**src/rtl/alu_seq_pkg.sv**
```systemverilog
`default_nettype none
// ============================================================================
// Module      : alu_seq_pkg
// Description : Shared opcode/state types and helpers for the ALU op sequencer.
// Revision    : 1.0 - initial release
// ============================================================================
package alu_seq_pkg;

  localparam int ALU_OP_COUNT = 12;

  typedef enum logic [3:0] {
    ALU_OP_ADD = 4'd0,
    ALU_OP_SUB = 4'd1,
    ALU_OP_MUL = 4'd2,
    ALU_OP_DIV = 4'd3,
    ALU_OP_SHR = 4'd4,
    ALU_OP_SHL = 4'd5,
    ALU_OP_ROR = 4'd6,
    ALU_OP_ROL = 4'd7,
    ALU_OP_AND = 4'd8,
    ALU_OP_OR  = 4'd9,
    ALU_OP_NEG = 4'd10,
    ALU_OP_NOT = 4'd11
  } alu_op_e;

  typedef enum logic [1:0] {
    IDLE = 2'd0,
    EXEC = 2'd1,
    DONE = 2'd2
  } seq_state_e;

  function automatic int maxOf(input int a, input int b);
    return (a > b) ? a : b;
  endfunction

endpackage
`default_nettype wire

```
**src/rtl/alu_op_decode.sv**
```systemverilog
`default_nettype none
// ============================================================================
// Module      : alu_op_decode
// Description : Binary opcode to one-hot ALU control, settle latency, legality.
// Revision    : 1.0 - initial release
// ============================================================================
module alu_op_decode
  import alu_seq_pkg::*;
#(
  parameter int MUL_LAT = 2,
  parameter int DIV_LAT = 4,
  parameter int CNT_W   = 3
) (
  input  logic [3:0]              i_op,
  output logic [ALU_OP_COUNT-1:0] o_ctrl,
  output logic [CNT_W-1:0]        o_lat,
  output logic                    o_legal
);

  always_comb begin
    o_legal = (i_op < 4'(ALU_OP_COUNT));
    o_ctrl  = '0;
    if (o_legal) begin
      o_ctrl = {{(ALU_OP_COUNT-1){1'b0}}, 1'b1} << i_op;
    end
    case (i_op)
      ALU_OP_MUL: o_lat = CNT_W'(MUL_LAT);
      ALU_OP_DIV: o_lat = CNT_W'(DIV_LAT);
      default:    o_lat = CNT_W'(1);
    endcase
  end

endmodule
`default_nettype wire

```
**src/rtl/alu_op_sequencer.sv**
```systemverilog
`default_nettype none
// ============================================================================
// Module      : alu_op_sequencer
// Description : Issues one op to the combinational ALU, holds it for the
//               op latency, captures Z low/high into a valid/ready response.
//               Optional macro ALU_SEQ_DIV0_TRAP_EN traps DIV by zero.
// Revision    : 1.0 - initial release
// ============================================================================
module alu_op_sequencer
  import alu_seq_pkg::*;
#(
  parameter int MUL_LAT = 2,
  parameter int DIV_LAT = 4
) (
  input  logic                    clock,
  input  logic                    clear_n,
  input  logic                    req_valid,
  output logic                    req_ready,
  input  logic [3:0]              req_op,
  input  logic [31:0]             req_a,
  input  logic [31:0]             req_b,
  output logic [ALU_OP_COUNT-1:0] alu_ctrl,
  output logic [31:0]             alu_a,
  output logic [31:0]             alu_b,
  input  logic [31:0]             alu_zlow,
  input  logic [31:0]             alu_zhigh,
  output logic                    rsp_valid,
  input  logic                    rsp_ready,
  output logic [31:0]             rsp_zlow,
  output logic [31:0]             rsp_zhigh,
  output logic                    rsp_err
);

  localparam int CNT_W = $clog2(maxOf(MUL_LAT, DIV_LAT) + 1);

  seq_state_e              r_state;
  logic [CNT_W-1:0]        r_cnt;
  logic [ALU_OP_COUNT-1:0] w_ctrl;
  logic [CNT_W-1:0]        w_lat;
  logic                    w_legal;
  logic                    w_trap;
  logic                    w_go;

  alu_op_decode #(
    .MUL_LAT (MUL_LAT),
    .DIV_LAT (DIV_LAT),
    .CNT_W   (CNT_W)
  ) u_decode (
    .i_op    (req_op),
    .o_ctrl  (w_ctrl),
    .o_lat   (w_lat),
    .o_legal (w_legal)
  );

`ifdef ALU_SEQ_DIV0_TRAP_EN
  assign w_trap = (req_op == ALU_OP_DIV) && (req_b == 32'd0);
`else
  assign w_trap = 1'b0;
`endif

  assign w_go = w_legal && !w_trap;

  // Handshake flags come from state only, so no input-to-output comb path.
  assign req_ready = (r_state == IDLE);
  assign rsp_valid = (r_state == DONE);

  always_ff @(posedge clock or negedge clear_n) begin
    if (!clear_n) begin
      r_state   <= IDLE;
      r_cnt     <= '0;
      alu_ctrl  <= '0;
      alu_a     <= '0;
      alu_b     <= '0;
      rsp_zlow  <= '0;
      rsp_zhigh <= '0;
      rsp_err   <= 1'b0;
    end else begin
      case (r_state)
        IDLE: begin
          if (req_valid) begin
            alu_a <= req_a;
            alu_b <= req_b;
            if (w_go) begin
              alu_ctrl <= w_ctrl;
              r_cnt    <= w_lat - CNT_W'(1);
              r_state  <= EXEC;
            end else begin
              alu_ctrl  <= '0;
              rsp_zlow  <= '0;
              rsp_zhigh <= '0;
              rsp_err   <= 1'b1;
              r_state   <= DONE;
            end
          end
        end
        EXEC: begin
          if (r_cnt != '0) begin
            r_cnt <= r_cnt - CNT_W'(1);
          end else begin
            rsp_zlow  <= alu_zlow;
            rsp_zhigh <= alu_zhigh;
            rsp_err   <= 1'b0;
            alu_ctrl  <= '0;
            r_state   <= DONE;
          end
        end
        DONE: begin
          if (rsp_ready) begin
            r_state <= IDLE;
          end
        end
        default: r_state <= IDLE;
      endcase
    end
  end

endmodule
`default_nettype wire

```
**config.mk**
```make
export PLATFORM = sky130hd
export DESIGN_NAME = alu_op_sequencer
export DESIGN_NICKNAME = d
export VERILOG_FILES = /design/src/rtl/alu_seq_pkg.sv /design/src/rtl/alu_op_decode.sv /design/src/rtl/alu_op_sequencer.sv
export SDC_FILE = /design/constraint.sdc
export NUM_CORES = 1
export LEC_CHECK = 0
export ABC_AREA = 1
export CAP_MARGIN = 20
export CORE_MARGIN = 5
export CORE_UTILIZATION = 44
export DETAILED_ROUTE_END_ITERATION = 10
export PLACE_DENSITY = 0.95
export SLEW_MARGIN = 20
export SYNTH_ARGS = -nofsm -noshare
export SYNTH_HDL_FRONTEND = slang
export SYNTH_HIERARCHICAL = 1
export SYNTH_SLANG_ARGS = --single-unit
```
**constraint.sdc**
```tcl
create_clock -name clock -period 2.6 [get_ports clock]
set_clock_uncertainty 0.2 [all_clocks]
set_input_delay 0.52 -clock clock [delete_from_list [all_inputs] [get_ports clock]]
set_output_delay 0.52 -clock clock [all_outputs]
set_load 0.03 [all_outputs]
```
# Word level (Yosys, flattened, before mapping)
# Index checks and enable logic that the tools add are counted.
# Widths: inputs -> output; s select.
dict set report totals {
  word_cells 54
  input_bits 136
  out_inout_bits 143
  reg_bits 146
}
dict set report op_classes {
  magnitude_cmp 1
  muxes 24
  reduce_logical 8
  n_shift 1
  eq_ne 10
  addsub 2
}
# op count
set op_table {}
lappend op_table {{$mux 32} 4}
lappend op_table {{$pmux 32 s2} 2}
lappend op_table {{$mux 12} 3}
lappend op_table {{$pmux 12 s2} 1}
lappend op_table {{$pmux 3 s2} 2}
lappend op_table {{$shl 1x4->12 const A} 1}
lappend op_table {{$mux 3} 3}
lappend op_table {{$eq 4x2->1 const B} 2}
lappend op_table {{$mux 2} 4}
lappend op_table {{$ne 2x2->1 const B} 4}
lappend op_table {{$reduce_and 4->1} 2}
lappend op_table {{$pmux 2 s3} 1}
lappend op_table {{$reduce_and 3->1} 2}
lappend op_table {{$sub 3x1->3 const B} 2}
lappend op_table {{$lt 4x4->1 const B} 1}
lappend op_table {{$ne 2x1->1 const B} 2}
lappend op_table {{$mux 1} 3}
lappend op_table {{$reduce_bool 3->1} 1}
lappend op_table {{$eq 2x1->1 const B} 1}
lappend op_table {{$eq 2x2->1 const B} 1}
lappend op_table {{$logic_not 2->1} 1}
lappend op_table {{$pmux 1 s2} 1}
lappend op_table {{$reduce_and 2->1} 1}
lappend op_table {{$reduce_bool 2->1} 1}

# Depth between registers and ports, before layout
dict set report depth {
  word_depth 6
  ltp_mapped 11
  ltp_nobuf 10
}

# By module
# The synthesis kept the hierarchy.
# mod cells_each n_inst area_per_inst_um2 seq_area_each_um2
set by_module_without_submodules {}
lappend by_module_without_submodules {alu_op_sequencer 657 1 5755.5 3653.5}
lappend by_module_without_submodules {alu_op_decode 27 1 105.1 0.0}

# Least setup slack after synthesis
# Ideal clock, no wire load.
dict set report synth_timing {
  kind {reg-to-reg}
  from {register r_state[0]}
  to {register alu_a[24]}
  slack_ns 0.851
  arrival_ns 1.484
  period_less_slack_ns 1.749
  setup_ns 0.065
  stages_incl_launch_ff 9
  required_time_ns 2.335
  path_buffers 3
  path_cell_list {dfrtp_1 -> buf_4 -> nor2_2 -> nand2_1 -> inv_2 -> buf_2 -> buf_2 -> nand2_1 -> nand2_1}
}
dict set report synth_via {
  elab_chain_len 2
}
# element line
set synth_rtl {}
lappend synth_rtl {{start, declared} alu_op_sequencer.sv:36} ;# seq_state_e r_state;
lappend synth_rtl {{start signal, assigned} alu_op_sequencer.sv:69} ;# r_state <= IDLE;
lappend synth_rtl {{start signal, assigned} alu_op_sequencer.sv:86} ;# r_state <= EXEC;
lappend synth_rtl {{start signal, assigned} alu_op_sequencer.sv:92} ;# r_state <= DONE;
lappend synth_rtl {{$logic_not 2->1} --}
lappend synth_rtl {{via req_ready} alu_op_sequencer.sv:18} ;# output logic req_ready,
lappend synth_rtl {{$reduce_and 2->1 (no source line)} --}
lappend synth_rtl {{end signal, assigned} alu_op_sequencer.sv:81} ;# alu_a <= req_a;
lappend synth_rtl {{end, declared} alu_op_sequencer.sv:23} ;# output logic [31:0] alu_a,
# The timed path passes the listed nets, and every way through them passes these cells.
# A chain may end at the register's enable or synchronous reset.

# Final worst setup path
dict set report layout_timing {
  from {register r_state[0]}
  to {output port req_ready}
}
dict set report layout_via {
  elab_chain_len 1
}
# element line
set layout_rtl {}
lappend layout_rtl {{$logic_not 2->1} alu_op_sequencer.sv:64} ;# assign req_ready = (r_state == IDLE);
lappend layout_rtl {{end, declared} alu_op_sequencer.sv:18}
# No other way between the ends.

==> out/metrics.cfg <==
[detailed_routing]
wl_um = 17800
drt-wirelength-per-cell_um = 15.5
detail-route-antenna-nets = 0
dr.first_iter.drc_count = 374
drc_errors = 0
dr.pass1.iters = 4
vias_per_cell = 4.77
vias = 5478

[status]
outcome = complete, no violations

[finish]
drive_above_1_share_pct = 5.35
antenna_cells = 0
area_growth_pct = 61.7
layout.nets = 1096

[min_path]
hold_path.class = register to register
worst_hold_startpoint = rsp_zhigh[21]

[grt]
antenna_found_initial = 0
grt_pass1_wl_um = 28200
grt.overflow.total = 0
grt_start_max_net_pins = 65
grt_pass1_vias = 5551
track_usage_pct = 22.6

[power]
leakage_nw = 4.75
clock_power_share_pct = 20.6
combPwrFrac_pct = 49.6
seqPwrFrac_pct = 29.8
switching_share_pct = 41.8
p_int_mw = 7.53
vdd_drop_max_mv = 0.715
netSwitchingPower_mw = 5.41
p_per_area_nw_per_um2 = 1370

[sta]
slew_viol_final = 0
setup_viol_count_final = 0
rsz0062_at_grt = false
slew_headroom_pct = 60.9
final.period_utilization_pct = 97.3
tightestPinTransition_ps = 587
setup_ws_ps = 69.3
tns_ps = 0
finalCriticalPeriod_ps = 2530
fmax_ghz = 0.395
hold_viol = 0

[setup_path]
crit_fanout = 8
cp-start-kind = register
cp.required_ps = 1880
max_stage_delay_ps = 720
crit_path_top_delay_cell = clkdlybuf4s50_1
path_cells = nor2_2, clkdlybuf4s50_1
rr_startpoint = r_state[1]
critPathBufInv = 1
path_delay_family = buffers and inverters
crit_type = register to primary output
cp_data_arrival_time_ps = 1810
crit_path_end_kind = primary output
crit_start = r_state[0]
rrSetupSlack_ps = 770

[cts]
cts_tree = done
ctsHoldBuffers = 1
cts.clk_slew.worst_paths_ps = 60
postCtsSetupBuffers = 0
cts_buffer_depth = 2
htreeDepth = 4
cts_buffers = 17
cts.repair.resized = 0
clk_latency_ps = 420
clock_sinks = 146
root_buffer = clkbuf_16

[placement]
post-place-ws_ps = 349
routabilityCongestion = 0.875
dp_hpwl_um = 13100
io_buffers = 278

[floorplanning]
placementRows = 42
coreArea_sq_um = 13100
io_pins = 279
fp.dieW_um = 125
fp.dieArea_sq_um = 15700
initial_core_util_pct = 44.6
floorplan.die.height_um = 125

[synthesis]
syn_area_sq_um = 5860
ys_seq_area_share_pct = 62.3
synth-seq-cells = 146
synthesis.nets = 821
yosysUniqueCellTypes = 19
syn_avg_cell_area_sq_um = 8.57
yosysWarningCount = 6
synthCells = 684

[run]
cap_violations = 0

[worst min-delay path, stage by stage (launching register included)]
cell and delay (ps):
dfrtp_1 340, nand2_1 50, nand2_1 40
[cell families after synthesis]
| group | Yosys count | synth area share [%] |
|---|---|---|
| flip-flops | 146 | 62.3 |
| buffers and inverters | 47 | 4.31 |
| adder cells (fa/ha/maj) | 1 | 0.213 |
| AO/OA/AOI/OAI | 3 | 0.299 |
| multiplexers | 1 | 0.171 |
| AND/OR/NAND/NOR | 486 | 32.7 |
[synthesized netlist by cell type]
cell,count,share of area [%]
dfrtp_1,146,62
buf_2,16,1.4
o31ai_1,1,0.13
ha_1,1,0.21
inv_2,5,0.32
o21ai_1,1,0.085
nand3b_1,14,1.8
nor2_1,17,1.1
nand2_1,440,28
buf_4,5,0.64
o21ai_0,1,0.085
buf_6,5,0.96
mux2i_1,1,0.17
nand3_1,8,0.68
nor2_4,2,0.38
nor2_2,3,0.32
nand2_2,2,0.21
inv_1,11,0.70
clkbuf_1,5,0.32
[per-stage QoR]
step / std cells / instance area (sq um) / hold WS, ps / power [mW] / util [%]
5_1_grt: 1148 / 9480 / 281 / 13.6 / 72.1
2_1_floorplan: 684 / 5860 / 24.4 / 7.52 / -
3_3_place_gp: 1115 / 8810 / 253 / 10.1 / 67.1
3_5_place_dp: 1115 / 8810 / 258 / 10.3 / 67.1
6_report: 1148 / 9480 / 265 / 12.9 / 72.1
4_1_cts: 1148 / 9480 / 271 / 13.1 / 72.1
[power groups by stage]
stage | registers, mW | clock network (mW) | logic, mW
2_1_floorplan | 5.69 | 0 | 1.83
3_5_place_dp | 3.87 | 0 | 6.46
4_1_cts | 3.86 | 2.72 | 6.49
5_1_grt | 3.98 | 2.81 | 6.84
6_report | 3.86 | 2.67 | 6.42
3_3_place_gp | 3.81 | 0 | 6.33
[routing by layer]
metal	track usage (%)	routed length, um	vias up
li1	-	-	2613
met1	25.5	6730	2610
met2	39.4	9320	211
met3	5.84	1100	44
met4	11.6	673	0
met5	0	0	-
[flip-flops by register name, summed over array words and instances (netlist names)]
register,cells
alu_b,32
alu_ctrl,12
alu_a,32
r_cnt,3
rsp_err,1
rsp_zlow,32
rsp_zhigh,32
r_state,2
[final timing paths]
check | end | depth (start not counted)
worst max-delay path | req_ready | 2
worst min-delay path | rsp_zhigh[21] | 2
worst max register to register | rsp_zlow[12] | 6
worst min register to register | rsp_zhigh[21] | 2
max in group asynchronous | alu_ctrl[7] | 3
min in group asynchronous | alu_a[13] | 2
[cell usage in the layout, fill, tap and decap left out, drive strengths merged]
cell and count:
bufinv 5, inv 16, clkinv 3, nor2 22, ha 1, clkbuf 23, dfrtp 146, nand2 442
dlygate4sd3 1, o31ai 1, nand3b 14, nand3 8, mux2i 1, o21ai 2, clkinvlp 1, buf 9
clkdlybuf4s50 277
[cell type report]
cell class              instances  area, sq um
well taps                     176          220
inverters                      16         60.1
clock buffers                  23          478
fillers                       899         3660
repair buffers                287         2930
flip-flops and latches        146         3650
clock inverters                 9          176
multi-input cells             491         1960
No activity file was read; power rests on OpenSTA's default activity.
